[config.mk]
export PLATFORM = sky130hd
export DESIGN_NAME = serial_add_ctrl_flat
export DESIGN_NICKNAME = d
export VERILOG_FILES = /design/src/rtl/serial_add_ctrl_if.sv /design/src/rtl/serial_add_ctrl.sv /design/src/flat_wrapper.sv
export SDC_FILE = /design/constraint.sdc
export NUM_CORES = 1
export LEC_CHECK = 0
export BUFFER_PORTS_ARGS = -buffer_cell sky130_fd_sc_hd__buf_2
export CAP_MARGIN = 20
export CORE_AREA = 2 2 59 61
export DETAILED_ROUTE_END_ITERATION = 10
export DIE_AREA = 0 0 61 63
export GPL_TIMING_DRIVEN = 0
export PLACE_DENSITY = 0.81
export SKIP_CTS_REPAIR_TIMING = 1
export SLEW_MARGIN = 10
export SYNTH_ARGS = -nofsm -noshare
export SYNTH_HDL_FRONTEND = slang
export SYNTH_SLANG_ARGS = --single-unit
[constraint.sdc]
create_clock -name clk -period 3.75 [get_ports clk]
set_input_delay 0.75 -clock clk [delete_from_list [all_inputs] [get_ports clk]]
set_output_delay 0.75 -clock clk [all_outputs]
set_load 0.02 [all_outputs]
[src/rtl/serial_add_ctrl_if.sv]
// Handshake and operand/result bundle for the bit-serial adder.
// The master drives requests and operands; the slave returns status and result.
interface serial_add_ctrl_if #(
    parameter int unsigned N = 8
);
    logic         start;
    logic [N-1:0] A;
    logic [N-1:0] B;
    logic         Cin;
    logic         busy;
    logic         done;
    logic [N-1:0] S;
    logic         Cout;

    modport master (
        output start, A, B, Cin,
        input  busy, done, S, Cout
    );

    modport slave (
        input  start, A, B, Cin,
        output busy, done, S, Cout
    );
endinterface

[src/rtl/serial_add_ctrl.sv]
// Bit-serial N-bit adder: one full-adder cell, operands consumed LSB-first,
// carry held in a flop between bits. Result appears N cycles after acceptance
// and is held on S/Cout until the next operation completes.
module serial_add_ctrl #(
    parameter int unsigned N  = 8,
    parameter int unsigned CW = 4
) (
    input  logic           clk,
    input  logic           rst_n,
    serial_add_ctrl_if.slave bus
);

    typedef enum logic [1:0] {
        StIdle,
        StRun,
        StDone
    } state_t;

    state_t         r_state, w_state_nxt;
    logic [N-1:0]   r_ra, w_ra_nxt;
    logic [N-1:0]   r_rb, w_rb_nxt;
    logic [N-1:0]   r_rs, w_rs_nxt;
    logic           r_cy, w_cy_nxt;
    logic [CW-1:0]  r_cnt, w_cnt_nxt;
    logic [N-1:0]   r_s, w_s_nxt;
    logic           r_cout, w_cout_nxt;
    logic           r_busy, w_busy_nxt;
    logic           r_done, w_done_nxt;

    logic           w_fa_p;
    logic           w_fa_s;
    logic           w_fa_c;
    logic [N-1:0]   w_rs_shift;

    // Shared full-adder cell on the current LSBs and the stored carry
    assign w_fa_p = r_ra[0] ^ r_rb[0];
    assign w_fa_s = w_fa_p ^ r_cy;
    assign w_fa_c = (r_ra[0] & r_rb[0]) | (w_fa_p & r_cy);

    // Sum bit enters at the MSB so after N shifts bit 0 sits at rs[0]
    assign w_rs_shift = (r_rs >> 1) | (N'(w_fa_s) << (N - 1));

    // Next-state, datapath and registered status decode
    always_comb begin
        w_state_nxt = r_state;
        w_ra_nxt    = r_ra;
        w_rb_nxt    = r_rb;
        w_rs_nxt    = r_rs;
        w_cy_nxt    = r_cy;
        w_cnt_nxt   = r_cnt;
        w_s_nxt     = r_s;
        w_cout_nxt  = r_cout;
        w_busy_nxt  = 1'b0;
        w_done_nxt  = 1'b0;

        unique case (r_state)
            StIdle: begin
                if (bus.start) begin
                    w_ra_nxt    = bus.A;
                    w_rb_nxt    = bus.B;
                    w_cy_nxt    = bus.Cin;
                    w_cnt_nxt   = '0;
                    w_state_nxt = StRun;
                    w_busy_nxt  = 1'b1;
                end
            end
            StRun: begin
                w_ra_nxt  = r_ra >> 1;
                w_rb_nxt  = r_rb >> 1;
                w_rs_nxt  = w_rs_shift;
                w_cy_nxt  = w_fa_c;
                w_cnt_nxt = r_cnt + CW'(1);
                if (r_cnt == CW'(N - 1)) begin
                    w_s_nxt     = w_rs_shift;
                    w_cout_nxt  = w_fa_c;
                    w_state_nxt = StDone;
                    w_done_nxt  = 1'b1;
                end else begin
                    w_busy_nxt  = 1'b1;
                end
            end
            StDone: begin
                w_state_nxt = StIdle;
            end
            default: begin
                w_state_nxt = StIdle;
            end
        endcase
    end

    // State and datapath registers, cleared asynchronously
    always_ff @(posedge clk or negedge rst_n) begin
        if (!rst_n) begin
            r_state <= StIdle;
            r_ra    <= '0;
            r_rb    <= '0;
            r_rs    <= '0;
            r_cy    <= 1'b0;
            r_cnt   <= '0;
            r_s     <= '0;
            r_cout  <= 1'b0;
            r_busy  <= 1'b0;
            r_done  <= 1'b0;
        end else begin
            r_state <= w_state_nxt;
            r_ra    <= w_ra_nxt;
            r_rb    <= w_rb_nxt;
            r_rs    <= w_rs_nxt;
            r_cy    <= w_cy_nxt;
            r_cnt   <= w_cnt_nxt;
            r_s     <= w_s_nxt;
            r_cout  <= w_cout_nxt;
            r_busy  <= w_busy_nxt;
            r_done  <= w_done_nxt;
        end
    end

    assign bus.busy = r_busy;
    assign bus.done = r_done;
    assign bus.S    = r_s;
    assign bus.Cout = r_cout;

endmodule
[src/flat_wrapper.sv]
// flat-port wrapper written by rule: the top's interface ports become plain ports
module serial_add_ctrl_flat 
#(
    parameter int unsigned N  = 8,
    parameter int unsigned CW = 4
)
  (clk, rst_n, bus_start, bus_A, bus_B, bus_Cin, bus_busy, bus_done, bus_S, bus_Cout);
  serial_add_ctrl_if #(.N(N)) bus_i ();
  input  logic clk;
  input  logic rst_n;
  input wire logic [$bits(bus_i.start)-1:0] bus_start;
  input wire logic [$bits(bus_i.A)-1:0] bus_A;
  input wire logic [$bits(bus_i.B)-1:0] bus_B;
  input wire logic [$bits(bus_i.Cin)-1:0] bus_Cin;
  output wire logic [$bits(bus_i.busy)-1:0] bus_busy;
  output wire logic [$bits(bus_i.done)-1:0] bus_done;
  output wire logic [$bits(bus_i.S)-1:0] bus_S;
  output wire logic [$bits(bus_i.Cout)-1:0] bus_Cout;
  assign bus_i.start = bus_start;
  assign bus_i.A = bus_A;
  assign bus_i.B = bus_B;
  assign bus_i.Cin = bus_Cin;
  assign bus_busy = bus_i.busy;
  assign bus_done = bus_i.done;
  assign bus_S = bus_i.S;
  assign bus_Cout = bus_i.Cout;
  serial_add_ctrl #(.N(N), .CW(CW)) u_core (.clk(clk), .rst_n(rst_n), .bus(bus_i));
endmodule
==> results of run 1 <==
==> final cells by class <==
cell class              count  area, sq um
well taps                  46         57.6
multi-input cells         120          741
clock inverters             2         35.0
fillers                   264         1140
flip-flops and latches     41         1030
clock buffers               5         37.5
repair buffers             30          150
plain buffers              10         46.3
==> critical path: cells and delay by family, from the launching register on <==
family / cells / cell delay (ns)
DFF: 1 / 0.40
muxes: 1 / 0.40
adders and majority gates: 1 / 0.21
and+or+nand+nor: 2 / 0.57
==> stage by stage <==
stage / cell area [sq um] / hold WS [ns] / cells / setup slack [ns] / utilization (%)
after CTS: 2090 / 0.506 / 254 / 2.07 / 64.8
after global placement: 2020 / 0.456 / 247 / 1.97 / 62.5
after detailed placement: 2020 / 0.476 / 247 / 1.96 / 62.5
after global routing: 2090 / 0.534 / 254 / 1.99 / 64.8
after floorplan: 1810 / 0.440 / 171 / 2.27 / -
final: 2090 / 0.503 / 254 / 2.06 / 64.8
==> power groups by stage <==
stage          clock network [mW]  registers (mW)  logic, mW
5_1_grt                     0.299           0.784      0.739
3_5_place_dp                    0           0.769      0.663
3_3_place_gp                    0           0.750      0.638
6_report                    0.275           0.760      0.662
2_1_floorplan                   0           0.798      0.416
4_1_cts                     0.281           0.760      0.669
==> cells by family (layout without fill, tap and decap cells) <==
group | count (synthesis) | after routing | share of synthesized area (%)
compound gates | 55 | 55 | 17.9
fa+ha+maj | 2 | 2 | 1.79
buf+inv | 10 | 47 | 2.55
flops | 41 | 41 | 56.6
mux | 10 | 10 | 6.21
simple gates | 53 | 53 | 14.9
==> flip-flops by register name (all words and copies together), names as in the netlist <==
register         cells
u_core.bus.busy      1
u_core.r_cy          1
u_core.r_rs          7
u_core.bus.S         8
u_core.r_ra          8
u_core.r_rb          8
u_core.bus.done      1
u_core.r_cnt         4
u_core.r_state       2
u_core.bus.Cout      1
==> cell usage in the layout, fill, tap and decap left out, types with 2 or more instances in the layout <==
master     n
dfrtp_1   41
buf_2     33
nand2_1   26
a21oi_1   19
nor2b_1   18
o21ai_0   17
a22oi_1   14
mux2_2    10
clkbuf_4   5
clkbuf_1   4
nor2_1     2
nand3_1    2
==> layer usage <==
metal  up-vias  share of wire (%)
met5         -                  0
met4         0               0.83
met3         4                4.0
met2        26                 51
met1       684                 44
li1        675                  -
==> worst max-delay path by stage <==
| stage | from | to | slack (ns) |
|---|---|---|---|
| 2_1_floorplan | bus_start | u_core.r_ra[6]$_DFFE_PN0P_ | 2.27 |
| 3_3_place_gp | bus_start | u_core.r_rb[1]$_DFFE_PN0P_ | 1.97 |
| 3_5_place_dp | bus_start | u_core.r_ra[5]$_DFFE_PN0P_ | 1.96 |
| 4_1_cts | u_core.bus.Cout$_DFFE_PN0P_ | bus_Cout | 2.07 |
| 5_1_grt | u_core.r_cnt[0]$_DFFE_PN0P_ | u_core.bus.S[6]$_DFFE_PN0P_ | 1.99 |
| 6_report | u_core.r_cnt[0]$_DFFE_PN0P_ | u_core.bus.S[6]$_DFFE_PN0P_ | 2.06 |
==> flow_summary.ini, run 1 <==
[cells_and_area]
n_antenna_cell = 0
drive_above_1_share_pct = 26.4
syn_to_final_growth_pct = 15.5
fin_nets = 230

[timing]
max_slew_margin_pct = 41.5
fin_skew_ns = 0.0185
fmax_ghz = 0.593
finalCritPeriodShare_pct = 45.0
setup_tns_ns = 0
tightest_slew_ns = 0.878
hold_viol = 0
finalSetupViolCount = 0
period_needed_ns = 1.69
rsz0062_at_grt = no
final-max-slew-violation-count = 0

[clock_tree]
clockBufferDepth = 2
numCtsBuffers = 5
cts_tree = done
root_buffer = clkbuf_4
clkTransAtPathRegs_ns = 0.12
clk_latency_ns = 0.35
cts.sinks = 41
ctsHtreeMaxLevel = 2

[critical_path]
ff2ff_path_depth = 4
cp.arrival_ns = 1.91
crit_path_end_kind = flip-flop
cp_cell_sequence = ha_1 > nand2_2 > nor3_4 > mux2_2
crit_type = reg -> reg
critical-path-max-stage-delay_ns = 0.47
cp-start-kind = flip-flop
worst-path-max-fanout = 10
crit-reg2reg-capture = u_core.bus.S[6]$_DFFE_PN0P_
r2r_setup_slack_ns = 2.06
slowest_stage = nor3_4
worstReg2RegStart = u_core.r_cnt[0]$_DFFE_PN0P_
required_ns = 3.98

[power]
p_sw_mw = 0.663
clock_power_share_pct = 16.2
p_seq_share_pct = 44.8
power.density_nw_per_um2 = 810
combPwrFrac_pct = 39.0
vdd_drop_max_mv = 0.403
switching_share_pct = 39.1
p_leak_nw = 0.994
power_mw = 1.70
internal_power_mw = 1.03

[logic_synthesis]
syn_nets = 193
synth_edf_count = 0
syn_area_sq_um = 1810
synth_cells = 171
ys.flop_type = dfrtp_1
yosysWarnings = 0
yosysSeqAreaShare_pct = 56.6
async_flop_share_pct = 100
netlist-cell-type-count = 26
synth.most_common_cell = dfrtp_1
synth_area_leader_cell = dfrtp_1
netlist.area_leader.share_pct = 56.6
synthTopCellsByArea = dfrtp_1, mux2_2, nor2b_1
yosys_register_bits = 41
synth_commonest_cells = dfrtp_1, nand2_1, a21oi_1
syn-mean-instance-area_sq_um = 10.6

[placed_design]
gp_congestion = 0.777
hpwl_um = 2610
portBuffers = 30

[route]
wl_per_cell_um = 14.7
routed_wl_um = 3730
drc = 0
first_pass_iters = 4
drtAntennaViolNets = 0
drt_iter0_drc = 87
vias = 1389
avgViaCountPerCell = 5.47

[grt]
grt.busiest_layer = met2
met1_usage_pct = 26.1
gr-usage-met3_pct = 5.80
antenna_found_initial = 0
grt_pass1_vias = 1390
grt_pass1_wl_um = 6200
overflow = 0
use_met2_pct = 38.0
grt_max_degree = 42
grt_use_total_pct = 22.0

[die]
core_sq_um = 3230
fp.dieW_um = 61
start_util_pct = 56.1
fp.dieH_um = 63
die_area_sq_um = 3840
boundaryPins = 31
rows = 21

[flow_run]
drv_cap = 0

[min_path]
hold_class = in -> async

[status]
status = finished, final reports clean
(Power assumes the default switching activity.)
==> run 2: changes to the inputs <==
Settings changed: CORE_AREA 2 2 59 61 to 2 2 61 63, DIE_AREA 0 0 61 63 to 0 0 63 65, PLACE_DENSITY 0.81 to 0.76.
Clock period 3.75 ns to 1.6 ns, I/O delays scaled along.
==> run 2 against run 1 <==
Die area increased by 6.6%. Worst hold slack got worse by 0.43 ns. Combinational power increased by 140%. Critical endpoint unchanged. Non-clock buffer count increased by 1. Utilization decreased by 4.7 points. Sequential power increased by 130%. Largest cell class unchanged. Maximum frequency increased by 14%. First-iteration DRC count increased by 38%. Clock power increased by 81%. Highest routed layer unchanged. Worst setup slack got worse by 1.9 ns.
==> flow_summary.ini, run 2 (synthesis gave the netlist of run 1 again) <==
[status]
status = finished, final reports clean

[route]
routed_wl_um = 3800
drt_iter0_drc = 120
drtAntennaViolNets = 0
vias = 1454
avgViaCountPerCell = 5.64
wl_per_cell_um = 14.7
first_pass_iters = 5
drc = 0

[cells_and_area]
syn_to_final_growth_pct = 15.7
final-seq-area_sq_um = 1030
multi_input_comb_area_sq_um = 741
final_common_cell = dfrtp_1
fill_cells = 314
fin_nets = 231
n_antenna_cell = 0
drive_above_1_share_pct = 27.1
finalNonFillerCells = 258
layout_common_cells = dfrtp_1, buf_2, nand2_1, a21oi_1, nor2b_1

[placed_design]
pre_cts_ws_ns = -0.0880
gp_congestion = 0.737
portBuffers = 30
dp_cells = 249
hpwl_um = 2670

[clock_tree]
cts.sinks = 41
cts_tree = done
clk_latency_ns = 0.35
root_buffer = clkbuf_4
ctsHtreeMaxLevel = 2
clkTransAtPathRegs_ns = 0.12
numCtsBuffers = 5
clockBufferDepth = 2

[critical_path]
required_ns = 1.84
crit_type = reg -> reg
cp-start-kind = flip-flop
r2r_setup_slack_ns = 0.13
crit_path_end_kind = flip-flop
worst-path-max-fanout = 10
ff2ff_path_depth = 5
cp.arrival_ns = 1.72
worstReg2RegStart = u_core.r_cnt[0]$_DFFE_PN0P_
crit-reg2reg-capture = u_core.bus.S[6]$_DFFE_PN0P_

[timing]
max_slew_margin_pct = 40.7
final-max-slew-violation-count = 0
tightest_slew_ns = 0.890
finalCritPeriodShare_pct = 92.2
hold_viol = 0
fin_skew_ns = 0.00492
finalSetupViolCount = 0
period_needed_ns = 1.47
setup_ws_ns = 0.125
fmax_ghz = 0.678
setup_tns_ns = 0
rsz0062_at_grt = no

[die]
fp.dieH_um = 65
fp.dieW_um = 63
die_area_sq_um = 4100
boundaryPins = 31
core_sq_um = 3500
start_util_pct = 51.9
rows = 22

[grt]
antenna_found_initial = 0
grt_pass1_vias = 1542
grt_pass1_wl_um = 6810
grt_max_degree = 42
overflow = 0
grt_use_total_pct = 21.4

[flow_run]
drv_cap = 0

[power]
power.density_nw_per_um2 = 1840
p_leak_nw = 0.991
vdd_drop_max_mv = 0.942

[min_path]
hold_class = in -> async
## run 2: worst max-delay path: stages, from the launching register on
cell and delay [ns]:
dfrtp_1 0.41, ha_1 0.21, nand2_2 0.10, nor3_4 0.16
buf_12 0.16, mux2_2 0.33
## run 2: per-layer routing
metal | vias up | GRT usage, % | wire (um)
met2 | 46 | 38.3 | 2050
met3 | 4 | 5.90 | 225
met5 | - | 0 | 0
met4 | 0 | 5.83 | 38
li1 | 674 | - | -
met1 | 730 | 25.2 | 1490
## run 2: worst max path at each step
| stage | startpoint | to |
|---|---|---|
| 2_1_floorplan | u_core.r_cnt[0]$_DFFE_PN0P_ | u_core.bus.Cout$_DFFE_PN0P_ |
| 3_3_place_gp | u_core.r_cnt[0]$_DFFE_PN0P_ | u_core.bus.S[2]$_DFFE_PN0P_ |
| 3_5_place_dp | u_core.r_cnt[0]$_DFFE_PN0P_ | u_core.bus.S[6]$_DFFE_PN0P_ |
| 4_1_cts | u_core.r_cnt[0]$_DFFE_PN0P_ | u_core.bus.S[6]$_DFFE_PN0P_ |
| 5_1_grt | u_core.r_cnt[0]$_DFFE_PN0P_ | u_core.bus.S[6]$_DFFE_PN0P_ |
| 6_report | u_core.r_cnt[0]$_DFFE_PN0P_ | u_core.bus.S[6]$_DFFE_PN0P_ |
## run 2: power breakdown
| group | switching, mW | leakage, nW | internal (mW) |
|---|---|---|---|
| Combinational | 0.920 | 0.431 | 0.661 |
| Clock | 0.331 | 0.0310 | 0.166 |
| Sequential | 0.317 | 0.529 | 1.46 |
## run 2: area by class of cell
type                    count  share of cell area (%)
clock inverters             3                   0.835
repair buffers             31                    8.11
multi-input cells         120                    35.3
clock buffers               5                    1.79
flip-flops and latches     41                    48.9
well taps                  48                    2.86
plain buffers              10                    2.21
## run 2: per-stage QoR
step	hold slack (ns)	utilization, %	cell area (sq um)	total power, mW
final	0.0760	60.0	2100	3.86
after global placement	0.458	57.9	2020	3.25
after global routing	0.123	60.0	2100	4.19
after detailed placement	0.468	57.9	2020	3.35
after floorplan	0.0244	-	1810	2.85
after CTS	0.0922	59.4	2080	3.87
